===== src/rtl/frame_decapsulation_module.sv =====
`default_nettype none
// frame_decapsulation_module: validates and strips the 16-byte TSMP header, forwards the
// payload with regenerated first/last flags, and counts received and dropped frames.
// Revision: 1.0
module frame_decapsulation_module #(
  parameter int GAP_TIMEOUT = 16
) (
  input  logic        i_clk,
  input  logic        i_rst,
  input  logic [47:0] iv_local_mac,
  input  logic [8:0]  iv_data,
  input  logic        i_data_wr,
  output logic [8:0]  ov_data,
  output logic        o_data_wr,
  output logic [7:0]  ov_subtype,
  output logic        o_abort,
  output logic [15:0] ov_rx_frame_cnt,
  output logic [15:0] ov_drop_frame_cnt
);

  typedef enum logic [1:0] {
    IDLE_S    = 2'd0,
    HEAD_S    = 2'd1,
    PAYLOAD_S = 2'd2,
    DISCARD_S = 2'd3
  } state_t;

  localparam logic [7:0] GAP_LAST = 8'(GAP_TIMEOUT - 1);

  state_t     state;
  logic [3:0] hcnt;
  logic [7:0] gap_cnt;
  logic       local_ok;
  logic       bcast_ok;
  logic       type_ok;
  logic [7:0] subtype_shadow;
  logic       first_sent;

  logic [7:0] byte_in;
  logic       is_end;
  logic [3:0] mac_idx;
  logic [7:0] mac_byte;
  logic       header_ok;
  logic       timeout;

  assign byte_in   = iv_data[7:0];
  assign is_end    = iv_data[8];
  assign mac_idx   = (state == IDLE_S) ? 4'd0 : hcnt;
  assign header_ok = (local_ok | bcast_ok) & type_ok;
  assign timeout   = !i_data_wr && (gap_cnt == GAP_LAST);

  // Local MAC byte expected at the current header position (byte 0 is sampled in IDLE_S).
  always_comb begin
    mac_byte = 8'h00;
    case (mac_idx)
      4'd0:    mac_byte = iv_local_mac[47:40];
      4'd1:    mac_byte = iv_local_mac[39:32];
      4'd2:    mac_byte = iv_local_mac[31:24];
      4'd3:    mac_byte = iv_local_mac[23:16];
      4'd4:    mac_byte = iv_local_mac[15:8];
      4'd5:    mac_byte = iv_local_mac[7:0];
      default: mac_byte = 8'h00;
    endcase
  end

  always_ff @(posedge i_clk or posedge i_rst) begin
    if (i_rst) begin
      state             <= IDLE_S;
      hcnt              <= 4'd0;
      gap_cnt           <= 8'd0;
      local_ok          <= 1'b0;
      bcast_ok          <= 1'b0;
      type_ok           <= 1'b0;
      subtype_shadow    <= 8'h00;
      first_sent        <= 1'b0;
      ov_data           <= 9'h000;
      o_data_wr         <= 1'b0;
      ov_subtype        <= 8'h00;
      o_abort           <= 1'b0;
      ov_rx_frame_cnt   <= 16'h0000;
      ov_drop_frame_cnt <= 16'h0000;
    end else begin
      o_data_wr <= 1'b0;
      o_abort   <= 1'b0;
      if (state != IDLE_S) begin
        gap_cnt <= i_data_wr ? 8'd0 : gap_cnt + 8'd1;
      end

      case (state)
        IDLE_S: begin
          gap_cnt <= 8'd0;
          if (i_data_wr && is_end) begin
            local_ok <= (byte_in == mac_byte);
            bcast_ok <= (byte_in == 8'hFF);
            type_ok  <= 1'b1;
            hcnt     <= 4'd1;
            state    <= HEAD_S;
          end
        end

        HEAD_S: begin
          if (i_data_wr) begin
            if (is_end) begin
              ov_drop_frame_cnt <= ov_drop_frame_cnt + 16'd1;
              state             <= IDLE_S;
            end else begin
              hcnt <= hcnt + 4'd1;
              if (hcnt <= 4'd5) begin
                local_ok <= local_ok & (byte_in == mac_byte);
                bcast_ok <= bcast_ok & (byte_in == 8'hFF);
              end
              if (hcnt == 4'd12) type_ok <= type_ok & (byte_in == 8'hFF);
              if (hcnt == 4'd13) type_ok <= type_ok & (byte_in == 8'h01);
              if (hcnt == 4'd14) subtype_shadow <= byte_in;
              if (hcnt == 4'd15) begin
                if (header_ok) begin
                  first_sent <= 1'b0;
                  state      <= PAYLOAD_S;
                end else begin
                  ov_drop_frame_cnt <= ov_drop_frame_cnt + 16'd1;
                  state             <= DISCARD_S;
                end
              end
            end
          end else if (timeout) begin
            ov_drop_frame_cnt <= ov_drop_frame_cnt + 16'd1;
            state             <= IDLE_S;
          end
        end

        PAYLOAD_S: begin
          if (i_data_wr) begin
            if (!first_sent) begin
              if (is_end) begin
                ov_drop_frame_cnt <= ov_drop_frame_cnt + 16'd1;
                state             <= IDLE_S;
              end else begin
                ov_data    <= {1'b1, byte_in};
                o_data_wr  <= 1'b1;
                ov_subtype <= subtype_shadow;
                first_sent <= 1'b1;
              end
            end else begin
              ov_data   <= {is_end, byte_in};
              o_data_wr <= 1'b1;
              if (is_end) begin
                ov_rx_frame_cnt <= ov_rx_frame_cnt + 16'd1;
                state           <= IDLE_S;
              end
            end
          end else if (timeout) begin
            // A frame already started downstream must be closed with an end marker.
            if (first_sent) begin
              ov_data   <= 9'h100;
              o_data_wr <= 1'b1;
              o_abort   <= 1'b1;
            end
            ov_drop_frame_cnt <= ov_drop_frame_cnt + 16'd1;
            state             <= IDLE_S;
          end
        end

        DISCARD_S: begin
          if ((i_data_wr && is_end) || timeout) begin
            state <= IDLE_S;
          end
        end

        default: state <= IDLE_S;
      endcase
    end
  end

endmodule
`default_nettype wire


===== config.mk =====
export PLATFORM = sky130hd
export DESIGN_NAME = frame_decapsulation_module
export DESIGN_NICKNAME = d
export VERILOG_FILES = /design/src/rtl/frame_decapsulation_module.sv
export SDC_FILE = /design/constraint.sdc
export NUM_CORES = 1
export LEC_CHECK = 0
export CAP_MARGIN = 20
export CORE_ASPECT_RATIO = 2
export CORE_MARGIN = 2
export CORE_UTILIZATION = 35
export DETAILED_ROUTE_END_ITERATION = 12
export SLEW_MARGIN = 20
export SYNTH_ARGS = -nofsm -noshare
export SYNTH_HDL_FRONTEND = slang
export SYNTH_SLANG_ARGS = --single-unit

===== constraint.sdc =====
create_clock -name i_clk -period 2.3 [get_ports i_clk]
set_input_delay 0.46 -clock i_clk [delete_from_list [all_inputs] [get_ports i_clk]]
set_output_delay 0.46 -clock i_clk [all_outputs]
set_load 0.03 [all_outputs]

==> impl_metrics.py <==
metrics = {
    "place": {
        "numPortBuffers": 110,
        "dp_worst_setup_slack_ps": -92.9,
        "dpl.hpwl_microns": 8390,
        "place_congestion": 0.820,
    },
    "detailed_routing": {
        "wl_met3_microns": 495,
        "wirelength_microns": 10500,
        "wire_per_inst_microns": 15.6,
        "wirelength_met1_microns": 3660,
        "drt_first_pass_iters": 6,
        "ant_nets": 0,
        "routed.top_layer": "met4",
        "drtIter0Drc": 95,
        "met2_length_microns": 6130,
        "drc": 0,
        "via_count": 3431,
        "viasPerCell": 5.11,
    },
    "setup_path": {
        "cp_max_fo": 25,
        "arrival_ps": 2330,
        "required_ps": 2560,
        "end_kind": "flip-flop",
        "start_kind": "flip-flop",
        "setup.worst_path.class": "flip-flop to flip-flop",
    },
    "outcome": {
        "status": "finished clean",
    },
    "sta": {
        "finalHoldViolations": 0,
        "worst_slew_pin_slew_ps": 613,
        "fmax_mhz": 482,
        "rsz0062_at_grt": "false",
        "fin_crit_ps": 2070,
        "slew_headroom": 0.590,
        "fin_crit_sh": 0.902,
        "maxSlewViolCount": 0,
        "finalSetupViolations": 0,
        "holdWs_ps": 469,
        "finalSetupTns_ps": 0,
        "worst_slack_ps": 225,
        "fin_skew_ps": 8.15,
    },
    "yosys": {
        "synth_edf_count": 0,
        "syn_avg_cell_area_sq_um": 10.5,
        "synth_top_area_cell": "dfrtp_1",
        "syn_nets": 457,
        "ys_seq_area_frac": 0.473,
        "synth_top_area_share": 0.473,
        "yosysWarnings": 0,
        "yosysUniqueCellTypes": 52,
        "netlist_instances": 389,
        "synthTopCellsByCount": "dfrtp_1 (77), mux2_2 (30), nor2_1 (29), nand3_1 (25), nand4_1 (25)",
        "ys.flop_type": "dfrtp_1",
        "synth_area_sq_um": 4070,
        "yosysMostFrequentCell": "dfrtp_1",
        "synthTopCellsByArea": "dfrtp_1 (47%), mux2_2 (8.3%), xnor2_1 (4.7%)",
        "async_reset_ff_frac": 1.00,
        "ys_seq_elements": 77,
    },
    "finish": {
        "fin_nets": 593,
        "postLayoutCoreUtil": 0.519,
        "drive_gt1_frac": 0.187,
        "multi_input_area_sq_um": 2010,
        "fillCellCount": 1071,
        "seqCellArea_sq_um": 1930,
        "antenna_cells": 0,
        "area_delta_synth_final_pct": 44.8,
    },
    "clock_network": {
        "cts_tree": "done",
        "cts_buffers": 9,
        "clk_pin_slew_worst_paths_ps": 60,
        "cts.sinks": 77,
        "clk_latency_ps": 340,
        "cts-root-buf": "clkbuf_16",
        "clk_path_buf_depth": 2,
        "ctsHoldBuffers": 0,
        "cts.htree.levels": 3,
    },
    "die": {
        "fp.dieW_microns": 80.3,
        "io-pin-count": 111,
        "die_h_microns": 157,
        "core-area_sq_um": 11400,
        "die_area_sq_um": 12600,
        "initial_core_util": 0.358,
        "rows": 55,
    },
    "global_routing": {
        "antenna_found_initial": 0,
        "grt_util_all_layers": 0.181,
        "overflow": 0,
        "grt_pass1_vias": 3685,
        "grt_pass1_wl_microns": 17500,
        "grt_max_degree": 78,
    },
    "power_and_ir_drop": {
        "p_seq_frac": 0.327,
        "ir_worst_vdd_uv": 472,
        "p_leak_nw": 2.56,
        "p_switching_w": 0.00213,
        "p_int_w": 0.00364,
        "p_per_area_nw_per_um2": 980,
        "comb_power_share": 0.411,
        "swShare": 0.369,
        "p_clk_frac": 0.262,
    },
    "min_path": {
        "hold_class": "flip-flop to flip-flop",
    },
    "run": {
        "maxCapViolCount": 0,
    },
}
==> cells by family after synthesis <==
logic type | synth area share
AO/OA/AOI/OAI | 0.101
XOR/XNOR | 0.0947
adder cells (fa/ha/maj) | 0.0246
buffers and inverters | 0.0335
flip-flops | 0.473
multiplexers | 0.0953
AND/OR/NAND/NOR | 0.178
==> layout by cell type, fill, tap and decap left out, types with 7 or more instances in the layout <==
cell,synthesis,routed
xnor2_1,22,22
mux2_2,30,30
nand2_1,18,18
and3_1,7,7
o21ai_0,16,16
xor2_1,22,22
buf_4,1,32
nor2_1,29,29
clkbuf_16,0,9
dfrtp_1,77,75
clkdlybuf4s50_1,0,110
nand4_1,25,25
a21oi_1,11,11
nand3_1,25,25
a22o_1,8,8
inv_1,11,9
ha_1,8,8
==> final timing paths <==
path,start,end,slack [ps],cells past startpoint
min in group asynchronous,i_rst,ov_rx_frame_cnt[15]$_DFFE_PP0P_,590,3
min reg2reg,gap_cnt[0]$_DFF_PP0_,gap_cnt[0]$_DFF_PP0_,470,1
max reg2reg,hcnt[0]$_DFFE_PP0P_,ov_drop_frame_cnt[15]$_DFFE_PP0P_,230,8
max in group asynchronous,i_rst,state[0]$_DFFE_PP0P_,1380,3
max,hcnt[0]$_DFFE_PP0P_,ov_drop_frame_cnt[15]$_DFFE_PP0P_,230,8
min,gap_cnt[0]$_DFF_PP0_,gap_cnt[0]$_DFF_PP0_,470,1
==> flip-flops by register name, indices dropped and copies added (netlist names), 2 cells and up <==
signal / cells
gap_cnt: 8
hcnt: 4
ov_data: 9
ov_drop_frame_cnt: 16
ov_rx_frame_cnt: 16
ov_subtype: 8
state: 2
subtype_shadow: 8
==> critical path, cell delays in order, from the launching register on <==
cell and delay (ps):
dfrtp_1 370, buf_12 180, ha_1 190, and3_1 200, o21ai_1 100, a221oi_4 320
nand4_2 240, nor3_2 220, xor2_1 150
==> metal layers <==
layer  vias up  global-route usage
met4         0              0.0743
met3        11              0.0334
met5         -                   0
met2       102               0.352
met1      1656               0.181
li1       1662                   -
==> what timing repair did <==
item / CTS / global route
setup endpoints to repair: 0 / 1
buffers inserted: 0 / 2
gates resized for setup: 0 / 4
==> metrics by stage <==
step                      area [sq um]  instances  total power [W]
after detailed placement          5540        654          0.00426
final                             5890        672          0.00578
after global routing              5890        672          0.00612
after global placement            5540        654          0.00422
after CTS                         5870        670          0.00579
after floorplan                   4070        389          0.00335
==> layout make-up <==
class | count | share of cell area
Timing Repair Buffer | 145 | 0.238
Inverter | 11 | 0.00828
Clock inverter | 7 | 0.0168
Sequential cell | 77 | 0.327
Multi-Input combinational cell | 281 | 0.342
Clock buffer | 9 | 0.0382
Tap cell | 142 | 0.0301
==> power by group through the flow <==
stage | registers [W] | clock network (W) | logic (W)
2_1_floorplan | 0.00207 | 0 | 0.00128
4_1_cts | 0.00189 | 0.00154 | 0.00236
6_report | 0.00189 | 0.00151 | 0.00238
3_5_place_dp | 0.00191 | 0 | 0.00235
5_1_grt | 0.00193 | 0.00160 | 0.00259
3_3_place_gp | 0.00190 | 0 | 0.00232
No activity file was read; power rests on OpenSTA's default activity.
